<file path="src/rtl/universal_shift_register.sv">
// universal_shift_register
//   Width-configurable shift register with hold, shift right, shift left and
//   parallel load.
//   Shifts either take serial data in or rotate, depending on ROTATE.
//   A saturating counter counts the shifts made since the last load or reset.
//   done goes high when that counter reaches WIDTH.
//
// Ports
//   clk     rising-edge clock
//   rst     synchronous reset, active-low
//   en      update enable; low holds all state
//   mode    00 hold, 01 shift right, 10 shift left, 11 parallel load
//   d       parallel load data
//   sin_r   serial bit entering the MSB on a right shift (ignored when rotating)
//   sin_l   serial bit entering the LSB on a left shift (ignored when rotating)
//   q       register contents
//   qb      ~q
//   sout_r  q[0], the bit the next right shift drops
//   sout_l  q[WIDTH-1], the bit the next left shift drops
//   cnt     shifts since last load/reset, saturates at WIDTH
//   done    sticky flag, set on the edge where cnt reaches WIDTH
module universal_shift_register #(
   parameter int  WIDTH  = 8,
   parameter int  ROTATE = 0,
   localparam int CW     = $clog2(WIDTH + 1)
) (
   input  logic             clk,
   input  logic             rst,
   input  logic             en,
   input  logic [1:0]       mode,
   input  logic [WIDTH-1:0] d,
   input  logic             sin_r,
   input  logic             sin_l,
   output logic [WIDTH-1:0] q,
   output logic [WIDTH-1:0] qb,
   output logic             sout_r,
   output logic             sout_l,
   output logic [CW-1:0]    cnt,
   output logic             done
);

   typedef enum logic [1:0] {
      MODE_HOLD = 2'b00,
      MODE_SHR  = 2'b01,
      MODE_SHL  = 2'b10,
      MODE_LOAD = 2'b11
   } mode_t;

   localparam logic [CW-1:0] CNT_MAX = CW'(WIDTH);

   mode_t         mode_sel;
   logic          shr_in;
   logic          shl_in;
   logic [CW-1:0] cnt_sat;
   logic          done_sat;

   always_comb begin
      mode_sel = mode_t'(mode);
      // When rotating, the bit shifted out is fed back in at the other end.
      shr_in   = (ROTATE != 0) ? q[0]       : sin_r;
      shl_in   = (ROTATE != 0) ? q[WIDTH-1] : sin_l;
      // Counter value after one more shift: stops at WIDTH instead of wrapping.
      cnt_sat  = (cnt == CNT_MAX) ? cnt : cnt + 1'b1;
      // done follows cnt on the same edge, so it never lags by a cycle.
      done_sat = (cnt_sat == CNT_MAX);
   end

   always_ff @(posedge clk) begin
      if (!rst) begin
         q    <= '0;
         cnt  <= '0;
         done <= 1'b0;
      end else if (en) begin
         case (mode_sel)
            MODE_SHR: begin
               q    <= {shr_in, q[WIDTH-1:1]};
               cnt  <= cnt_sat;
               done <= done_sat;
            end
            MODE_SHL: begin
               q    <= {q[WIDTH-2:0], shl_in};
               cnt  <= cnt_sat;
               done <= done_sat;
            end
            MODE_LOAD: begin
               q    <= d;
               cnt  <= '0;
               done <= 1'b0;
            end
            default: begin
               q    <= q;
               cnt  <= cnt;
               done <= done;
            end
         endcase
      end
   end

   assign qb     = ~q;
   assign sout_r = q[0];
   assign sout_l = q[WIDTH-1];

endmodule

</file>
<file path="config.mk">
export PLATFORM = sky130hd
export DESIGN_NAME = universal_shift_register
export DESIGN_NICKNAME = d
export VERILOG_FILES = /design/src/rtl/universal_shift_register.sv
export SDC_FILE = /design/constraint.sdc
export NUM_CORES = 1
export LEC_CHECK = 0
export BUFFER_PORTS_ARGS = -buffer_cell sky130_fd_sc_hd__buf_2
export CAP_MARGIN = 20
export CELL_PAD_IN_SITES_DETAIL_PLACEMENT = 1
export CELL_PAD_IN_SITES_GLOBAL_PLACEMENT = 1
export CORE_UTILIZATION = 36
export CTS_CLUSTER_DIAMETER = 40
export DETAILED_ROUTE_END_ITERATION = 10
export PLACE_DENSITY_LB_ADDON = 0.1
export SETUP_SLACK_MARGIN = 0.02
export SYNTH_ARGS = -nofsm -noshare
export SYNTH_HDL_FRONTEND = slang
export SYNTH_SLANG_ARGS = --single-unit
</file>
<file path="constraint.sdc">
create_clock -name clk -period 2.95 [get_ports clk]
set_input_delay 0.7375 -clock clk [delete_from_list [all_inputs] [get_ports clk]]
set_output_delay 0.7375 -clock clk [all_outputs]
set_load 0.01 [all_outputs]
</file>
==> metrics.md, run 1 <==
| Metric | Value |
|---|---|
| Status | `completed` |
| Root buf cell | `clkbuf_4` |
| Number of synthesized register bits | `13` |
| CP Class | `register to output port` |
| Initial detailed-routing violation count | `10` |
| Tightest Pin Transition | `505 ps` |
| Buffers on Ports | `37` |
| Die Y | `50.7 µm` |
| Most common cell after layout, fill and taps aside | `buf_2` |
| Most frequent cells in the layout | `37 x buf_2, 13 x dfxtp_1, 12 x inv_1` |
| Max cap viols | `0` |
| Drt total wl | `2.27 mm` |
| Area grow syn2layout | `24.2%` |
| Multi-input gate area | `499 µm²` |
| Layout net count | `139` |
| Mapped Avg Cell Area | `9.79 µm²` |
| CTS Buf Count | `3` |
| Vias post-DR | `805` |
| Req. time, crit path | `2210 ps` |
| Fin area | `1060 µm²` |
| Crit-path cells | `buf_2` |
| Post-synthesis net count | `104` |
| Cts repair resizes | `0` |
| Setup TNS | `0 ps` |
| DR WL/cell | `15.2 µm` |
| Synth area leader | `dfxtp_1` |
| 1st-pass router iterations | `4` |
| Gp weighted congestion | `0.824` |
| Total GRT Usage | `0.195` |
| Reg area | `260 µm²` |
| IO Count | `38` |
| CP max stage delay | `490 ps` |
| Fill count | `264` |
| Max Slew Vio Count | `0` |
| Global-route wire length before repair | `3.73 mm` |
| Post-place setup slack | `968 ps` |
| Antenna cells | `0` |
| DRC viols | `0` |
| Via-to-Cell Ratio | `5.40` |
| Hold Path Class | `register to register` |
| Antenna Nets Post-Route | `0` |
| Synth top area cells | `dfxtp_1 31%, a221oi_2 14%, mux2i_1 9.4%` |
| Die width | `50.7 µm` |
| Endpoints failing setup | `0` |
| Placed inst area | `1030 µm²` |
| Final hold vios | `0` |
| Worst-Skew Late Latency | `270 ps` |
| Yosys warns | `0` |
| Cell variety after synth | `30` |
| Remaining global-route overflow | `0` |
| Post-CTS setup buffers | `0` |
| CP Data Arrival Time | `960 ps` |
| Sequential area share after synthesis | `0.305` |
| Hold_buf cts | `0` |
| CP Max Fanout | `9` |
| Placed cells | `145` |
| Tcrit/Tclk final | `0.575` |
| CTS tree | `built` |
| Non-filler cells, final | `149` |
| Final WS setup | `1250 ps` |
| Final Skew | `1.78 ps` |
| Peak VDD IR | `0.245 mV` |
| Worst setup EP type | `output port` |
| FMAX | `589 MHz` |
| P_leak | `0.460 nW` |
| Antenna violations before repair | `0` |
| Clock sinks | `13` |
| Initial Util | `0.385` |
| Post-detail-place hpwl | `1.66 mm` |
| Htree depth | `1` |
| Number of global-route vias before repair | `795` |
| Power Total | `427 µW` |
| Final worst path period need | `1700 ps` |
| Longest Clk Path Bufs | `2` |
| Layout cells sized above 1 | `0.430` |
| Power per cell area | `403 nW/µm²` |
| Post-Syn Area | `852 µm²` |
| Crit path launch type | `register` |
| CP delay by family, top | `flip-flops` |
| Max_slew headroom | `0.663` |
| Num rows | `17` |
| Pin count of the biggest net entering global routing | `17` |
| CP bufs+invs | `1` |
| Core area | `2210 µm²` |
| Synth top area share | `0.305` |
| Worst R2R Setup Slack | `1360 ps` |
| Synth Instances | `87` |
| RSZ-0062 raised after global routing | `false` |
| Clock transition at path regs | `80 ps` |
| Crit-path slowest cell | `dfxtp_1` |
| Die area | `2570 µm²` |
-- per-layer routing --
metal  GRT usage  part of all wire  vias up
li1            -                 -      400
met1       0.271              0.51      380
met2       0.302              0.44       23
met3      0.0303             0.038        2
met4      0.0694            0.0053        0
met5           0                 0        -
-- report_power, final --
group | internal, mW | total, mW | switching [mW]
Combinational | 0.0514 | 0.118 | 0.0669
Sequential | 0.186 | 0.198 | 0.0123
Clock | 0.0523 | 0.110 | 0.0580
-- logic make-up (layout without fill, tap and decap cells) --
kind of cell | count (synthesis) | after routing | share of synthesized area
AO/OA/AOI/OAI | 31 | 31 | 0.364
buffers and inverters | 20 | 54 | 0.109
flip-flops | 13 | 13 | 0.305
AND/OR/NAND/NOR | 11 | 11 | 0.0690
multiplexers | 8 | 8 | 0.0940
adder cells (fa/ha/maj) | 2 | 2 | 0.0294
XOR/XNOR | 2 | 2 | 0.0294
-- registers in the layout (all words and copies together), names as in the netlist --
register	cells
done	1
q	8
cnt	4
-- final cells by class --
type | instances | share of cell area
repair buffers | 38 | 0.182
clock buffers | 4 | 0.0248
multi-input cells | 54 | 0.472
inverters | 12 | 0.0426
well taps | 28 | 0.0331
flip-flops and latches | 13 | 0.246
-- metrics by stage --
stage                     hold slack (ps)  utilization
after floorplan                       506            -
after global placement                504        0.467
after detailed placement              514        0.467
after CTS                             526        0.479
after global routing                  552        0.479
final                                 522        0.479
-- final timing paths --
check	from	endpoint	cells after the start
setup / recovery	cnt[0]	cnt[0]	1
hold / removal	q[4]	q[4]	2
setup reg to reg	cnt[0]	done	5
hold reg to reg	q[4]	q[4]	2
-- cell usage after synthesis (all sizes together) --
library cell and count:
clkbuf 3, nand3b 1, o32ai 1, dfxtp 13
a21bo 1, a311oi 1, o221ai 1, a41oi 1
a221oi 8, ha 2, buf 5, nand2b 1
o41ai 1, or3 1, o21a 1, inv 12
o2bb2ai 8, o21ai 3, xor2 2, mux2i 8
nand2 3, a32oi 1, nand3 3, a31oi 2
and3b 1, a211oi 2, nor2 1
No activity file was read; power rests on OpenSTA's default activity.
==> run 2: changes to the inputs <==
--- a/config.mk
+++ b/config.mk
@@ -9,7 +9,7 @@
 export CAP_MARGIN = 20
 export CELL_PAD_IN_SITES_DETAIL_PLACEMENT = 1
 export CELL_PAD_IN_SITES_GLOBAL_PLACEMENT = 1
-export CORE_UTILIZATION = 36
+export CORE_UTILIZATION = 33
 export CTS_CLUSTER_DIAMETER = 40
 export DETAILED_ROUTE_END_ITERATION = 10
 export PLACE_DENSITY_LB_ADDON = 0.1
==> constraint.sdc (replaced) <==
create_clock -name clk -period 1.7 [get_ports clk]
set_input_delay 0.425 -clock clk [delete_from_list [all_inputs] [get_ports clk]]
set_output_delay 0.425 -clock clk [all_outputs]
set_load 0.01 [all_outputs]
==> run 2 against run 1 <==
  * Power increased by 77%
  * First-iteration DRC count decreased by 60%
  * Cell count increased by 4.7%
  * Global-route usage decreased by 1.1 points
  * Wire length decreased by 1.1%
  * Highest routed layer unchanged
  * Worst hold slack got worse by 82 ps
  * Largest power group unchanged
  * Setup slack got worse by 980 ps
  * Utilization decreased by 3.1 points
  * Combinational power increased by 82%
  * Clock-buffer cell count unchanged
  * Sequential share of layout area decreased by 0.90 points
  * Die area increased by 8.7%
==> metrics.md, run 2 (synthesized netlist as in run 1, its figures left out) <==
| Metric | Value |
|---|---|
| R2r endpoint | `done` |
| Antenna cells | `0` |
| Peak VDD IR | `0.432 mV` |
| Crit-path cells | `inv_1 -> ha_1 -> a211oi_1 -> o221ai_1 -> o41ai_2` |
| CP Class | `register to register` |
| Post-detail-place hpwl | `1.69 mm` |
| Power per cell area | `687 nW/µm²` |
| CTS tree | `built` |
| Top reg by flops | `q` |
| Global-route wire length before repair | `3.62 mm` |
| Max Slew Vio Count | `0` |
| Most frequent cells in the layout | `37 x buf_2, 13 x dfxtp_1, 12 x inv_1` |
| Reg2reg path depth | `5` |
| FMAX | `700 MHz` |
| Reg2reg start | `cnt[1]` |
| Power Total | `755 µW` |
| Cts repair resizes | `0` |
| Tcrit/Tclk final | `0.840` |
| Longest Clk Path Bufs | `2` |
| Setup TNS | `0 ps` |
| Post-CTS setup buffers | `0` |
| Core area | `2450 µm²` |
| Tightest Pin Transition | `317 ps` |
| Req. time, crit path | `1880 ps` |
| Antenna Nets Post-Route | `0` |
| Hold Path Class | `input pin to register` |
| Post-place setup slack | `224 ps` |
| Worst R2R Setup Slack | `270 ps` |
| Remaining global-route overflow | `0` |
| CP delay by family, top | `compound AO/OA/AOI/OAI gates` |
| P_leak | `0.484 nW` |
| Final hold vios | `0` |
| Die width | `52.8 µm` |
| Htree depth | `1` |
| Buffers on Ports | `37` |
| CTS Buf Count | `3` |
| Most common cell after layout, fill and taps aside | `buf_2` |
| Endpoints failing setup | `0` |
| HP Start | `rst` |
| Final Skew | `11.1 ps` |
| Antenna violations before repair | `0` |
| Hold_buf cts | `0` |
| Num rows | `18` |
| IO Count | `38` |
| Worst setup EP type | `register` |
| 1st-pass router iterations | `4` |
| Hold path depth | `3` |
| Max_slew headroom | `0.789` |
| Worst-Skew Late Latency | `280 ps` |
| Gp weighted congestion | `0.759` |
| Initial detailed-routing violation count | `4` |
| Fill count | `309` |
| Max cap viols | `0` |
| RSZ-0062 raised after global routing | `false` |
| Crit path launch type | `register` |
| Largest register FFs | `8` |
| Final worst path period need | `1430 ps` |
| Via-to-Cell Ratio | `5.29` |
| Drt total wl | `2.25 mm` |
| Pin count of the biggest net entering global routing | `15` |
| Die Y | `52.8 µm` |
| Number of global-route vias before repair | `771` |
| Area grow syn2layout | `28.9%` |
| CP Max Fanout | `6` |
| DR WL/cell | `14.4 µm` |
| Root buf cell | `clkbuf_4` |
| Clock transition at path regs | `80 ps` |
| Layout net count | `144` |
| CP Data Arrival Time | `1610 ps` |
| Status | `completed` |
| Crit-path slowest cell | `dfxtp_1` |
| Clock sinks | `13` |
| Vias post-DR | `825` |
| Layout cells sized above 1 | `0.452` |
| Biggest regs | `q: 8 flops, cnt: 4 flops, done: 1 flops` |
| DRC viols | `0` |
| CP bufs+invs | `1` |
| Final WS setup | `272 ps` |
| Initial Util | `0.347` |
| Die area | `2790 µm²` |
| Total GRT Usage | `0.184` |
| CP max stage delay | `440 ps` |
| Hold endpoint | `done` |
run 2: cell types whose count changed in the layout (fill, tap and decap cells not counted), sizes merged:
cell	previous run	this run
buf	38	43
run 2: worst max-delay path by stage:
stage,from,cells past startpoint,endpoint,slack [ps]
final,cnt[1],5,done,270
after global routing,cnt[1],5,done,190
after CTS,cnt[1],5,done,270
after detailed placement,mode[0],4,q[6],220
after global placement,mode[0],4,q[0],240
after floorplan,cnt[0],5,done,310
run 2: area by class of cell:
cell class	count	area [µm²]	area share
multi-input combinational	54	499	0.454
sequential	13	260	0.237
timing repair buffer	43	230	0.210
inverter	12	45.0	0.0410
tap	30	37.5	0.0342
clock buffer	4	26.3	0.0239
run 2: tightest hold or removal path, delay by kind of cell:
family                 cells  cell delay, ps
and+or+nand+nor            1              90
AOI/OAI and AO/OA          1              50
buffers and inverters      1             110
run 2: report_power, final:
group          switching (mW)  internal, mW  leakage (nW)
sequential             0.0196         0.323         0.107
combinational           0.117        0.0980         0.362
clock                   0.107        0.0910        0.0150
total                   0.243         0.512         0.484
run 2: per-layer routing:
| metal | GRT usage | wire length, µm | up-vias |
|---|---|---|---|
| li1 | - | - | 409 |
| met1 | 0.258 | 1140 | 386 |
| met2 | 0.270 | 967 | 26 |
| met3 | 0.0261 | 102 | 4 |
| met4 | 0.0921 | 39 | 0 |
| met5 | 0 | 0 | - |
run 2: per-stage QoR:
stage / hold WS [ps] / instances / util / cell area [µm²]
after floorplan: 506 / 87 / - / 852
after global placement: 473 / 152 / 0.437 / 1070
after detailed placement: 480 / 152 / 0.437 / 1070
after CTS: 434 / 156 / 0.448 / 1100
after global routing: 425 / 156 / 0.448 / 1100
final: 440 / 156 / 0.448 / 1100
==> run 3: changes to the inputs <==
--- a/config.mk
+++ b/config.mk
@@ -5,11 +5,12 @@
 export SDC_FILE = /design/constraint.sdc
 export NUM_CORES = 1
 export LEC_CHECK = 0
+export ABC_AREA = 1
 export BUFFER_PORTS_ARGS = -buffer_cell sky130_fd_sc_hd__buf_2
 export CAP_MARGIN = 20
 export CELL_PAD_IN_SITES_DETAIL_PLACEMENT = 1
 export CELL_PAD_IN_SITES_GLOBAL_PLACEMENT = 1
-export CORE_UTILIZATION = 33
+export CORE_UTILIZATION = 30
 export CTS_CLUSTER_DIAMETER = 40
 export DETAILED_ROUTE_END_ITERATION = 10
 export PLACE_DENSITY_LB_ADDON = 0.1
==> constraint.sdc (replaced) <==
create_clock -name clk -period 1.48 [get_ports clk]
set_input_delay 0.37 -clock clk [delete_from_list [all_inputs] [get_ports clk]]
set_output_delay 0.37 -clock clk [all_outputs]
set_load 0.01 [all_outputs]
==> run 3 against run 2 <==
  * Clock-buffer cell count is the same
  * Combinational power shrank 9.8%
  * Utilization shrank 3.9 points
  * Die area grew 2.3%
  * Setup slack lost 92 ps
  * Critical path depth shrank 3
  * Clock skew shrank 5.2 ps
  * Register-to-register slack lost 50 ps
  * Critical path type is now register to output port
==> metrics.md, run 3 <==
| Metric | Value |
|---|---|
| Post-synthesis net count | `130` |
| CP Data Arrival Time | `930 ps` |
| Post-CTS setup buffers | `0` |
| CP Max Fanout | `4` |
| Vias post-DR | `905` |
| Synth area leader | `dfxtp_1` |
| Placed cells | `177` |
| Req. time, crit path | `1110 ps` |
| Num rows | `18` |
| Asr flop ratio synth | `0` |
| Tcrit/Tclk final | `0.878` |
| Reg2reg path depth | `7` |
| Core area | `2480 µm²` |
| Power per cell area | `804 nW/µm²` |
| Largest register FFs | `8` |
| Top cells by count, synth | `20 x nand3_1, 16 x inv_1, 16 x nand2_1, 13 x a21oi_1, 13 x dfxtp_1` |
| Final Skew | `5.88 ps` |
| Global-route wire length before repair | `3.91 mm` |
| Pin count of the biggest net entering global routing | `15` |
| Clock transition at path regs | `90 ps` |
| Die Y | `53.4 µm` |
| Cts repair resizes | `0` |
| Synth top area cells | `dfxtp_1 33%, nand3_1 13%, a21oi_1 8.2%` |
| Peak VDD IR | `0.451 mV` |
| Sw Share | `0.320` |
| Internal power | `553 µW` |
| Final worst path period need | `1300 ps` |
| Max cap viols | `0` |
| GR peak layer | `met2` |
| Main synth FF type | `dfxtp_1` |
| Endpoints failing setup | `0` |
| Die width | `53.4 µm` |
| Reg2reg start | `cnt[1]` |
| IO Count | `38` |
| Routing usage on met3 | `0.0517` |
| FMAX | `770 MHz` |
| Non-filler cells, final | `181` |
| Hold slack | `358 ps` |
| CP Class | `register to output port` |
| Antenna violations before repair | `0` |
| Via-to-Cell Ratio | `5.00` |
| Area grow syn2layout | `27.4%` |
| Drt total wl | `2.36 mm` |
| Yosys warns | `0` |
| Root buf cell | `clkbuf_4` |
| R2r endpoint | `done` |
| Layout net count | `169` |
| DRC viols | `0` |
| Status | `completed` |
| Final hold vios | `0` |
| Clk network pwr share | `0.276` |
| CTS tree | `built` |
| Sequential area share after synthesis | `0.328` |
| Cell variety after synth | `17` |
| Gp weighted congestion | `0.771` |
| 1st-pass router iterations | `4` |
| Buffers on Ports | `37` |
| Worst-Skew Late Latency | `270 ps` |
| Tightest Pin Transition | `239 ps` |
| RSZ-0062 raised after global routing | `false` |
| Post-place setup slack | `92.3 ps` |
| Initial Util | `0.320` |
| Die area | `2850 µm²` |
| Psw | `260 µW` |
| Longest Clk Path Bufs | `2` |
| Worst R2R Setup Slack | `220 ps` |
| Mapped Avg Cell Area | `7.02 µm²` |
| Top reg by flops | `q` |
| Post-detail-place hpwl | `1.88 mm` |
| DR WL/cell | `13.1 µm` |
| CTS Buf Count | `3` |
| Total GRT Usage | `0.193` |
| Most common cell after layout, fill and taps aside | `buf_2` |
| HP Start | `d[7]` |
| Number of flops mapped to enable cells by yosys | `0` |
| Crit path launch type | `register` |
| Most frequent cells in the layout | `37 x buf_2, 20 x nand3_1, 16 x inv_1, 16 x nand2_1` |
| M1 GR Usage | `0.254` |
| Hold Path Class | `input pin to register` |
| Synth Instances | `113` |
| Biggest regs | `q: 8 flops, cnt: 4 flops, done: 1 flops` |
| Cell with the most instances after synthesis | `nand3_1` |
| P_leak | `0.472 nW` |
| Htree depth | `1` |
| Initial detailed-routing violation count | `6` |
| Number of global-route vias before repair | `822` |
| Clock sinks | `13` |
| Layout cells sized above 1 | `0.325` |
| Number of synthesized register bits | `13` |
| Worst setup EP type | `output port` |
| Seq pwr share | `0.485` |
| Final WS setup | `180 ps` |
| Antenna Nets Post-Route | `0` |
| Met2 Resource Use GR | `0.292` |
| Max_slew headroom | `0.840` |
| Synth top area share | `0.328` |
| Setup TNS | `0 ps` |
| Power Total | `813 µW` |
| Hold_buf cts | `0` |
| Hold path depth | `3` |
| Post-Syn Area | `793 µm²` |
| Hold endpoint | `q[7]` |
| Antenna cells | `0` |
| Max Slew Vio Count | `0` |
| Remaining global-route overflow | `0` |
| Power share of the combinational group | `0.239` |
[run 3: cell count changes in the layout (fill, tap and decap cells not counted), sizes merged, moves of 3 or more]
| cell | change |
|---|---|
| buf | -3 |
| o21ai | +5 |
| a21oi | +13 |
| nand3 | +18 |
| a31oi | +6 |
| mux2i | -8 |
| o2bb2ai | -8 |
| nand2 | +15 |
| inv | +6 |
| a221oi | -8 |
[run 3: cell type report]
| class | count | area (µm²) |
|---|---|---|
| clock buffer | 4 | 26.3 |
| fill | 344 | 1470 |
| inverter | 19 | 82.6 |
| multi-input combinational | 75 | 397 |
| sequential | 13 | 260 |
| tap | 30 | 37.5 |
| timing repair buffer | 40 | 208 |
[run 3: worst max-delay path by stage]
stage	start	to	slack [ps]	cells after the start
2_1_floorplan	cnt[0]	done	260	7
3_3_place_gp	mode[1]	q[0]	140	7
3_5_place_dp	mode[1]	q[0]	90	7
4_1_cts	cnt[0]	cnt[0]	160	2
5_1_grt	cnt[0]	done	100	7
6_report	cnt[0]	cnt[0]	180	2
[run 3: cells by family (layout without fill, tap and decap cells)]
kind of cell | count (synthesis) | in the layout | synth area share
adders and majority gates | 2 | 2 | 0.0315
and+or+nand+nor | 44 | 44 | 0.273
DFF | 13 | 13 | 0.328
buffers and inverters | 25 | 63 | 0.172
AOI/OAI and AO/OA | 29 | 29 | 0.196
[run 3: metrics by stage]
stage,instance area [µm²],util
detailed placement,985,0.397
global placement,985,0.397
global route,1010,0.408
finish,1010,0.408
CTS,1010,0.408
floorplan,793,-
[run 3: power by group through the flow]
stage	combinational, mW	sequential (mW)	clock (mW)
after floorplan	0.114	0.407	0
after global placement	0.192	0.403	0
after detailed placement	0.197	0.403	0
after CTS	0.198	0.395	0.235
after global routing	0.219	0.399	0.263
final	0.194	0.395	0.224
[run 3: worst max-delay path, cell delays in order, from the launching register on]
cell and delay (ps):
dfxtp_1 390, buf_4 150, buf_2 120
[run 3: per-layer routing]
metal  part of all wire  up-vias  routed length, µm
met5                  0        -                  0
met4             0.0080        0                 19
met3              0.043        2                102
met2               0.45       25               1070
met1               0.49      423               1170
li1                   -      455                  -
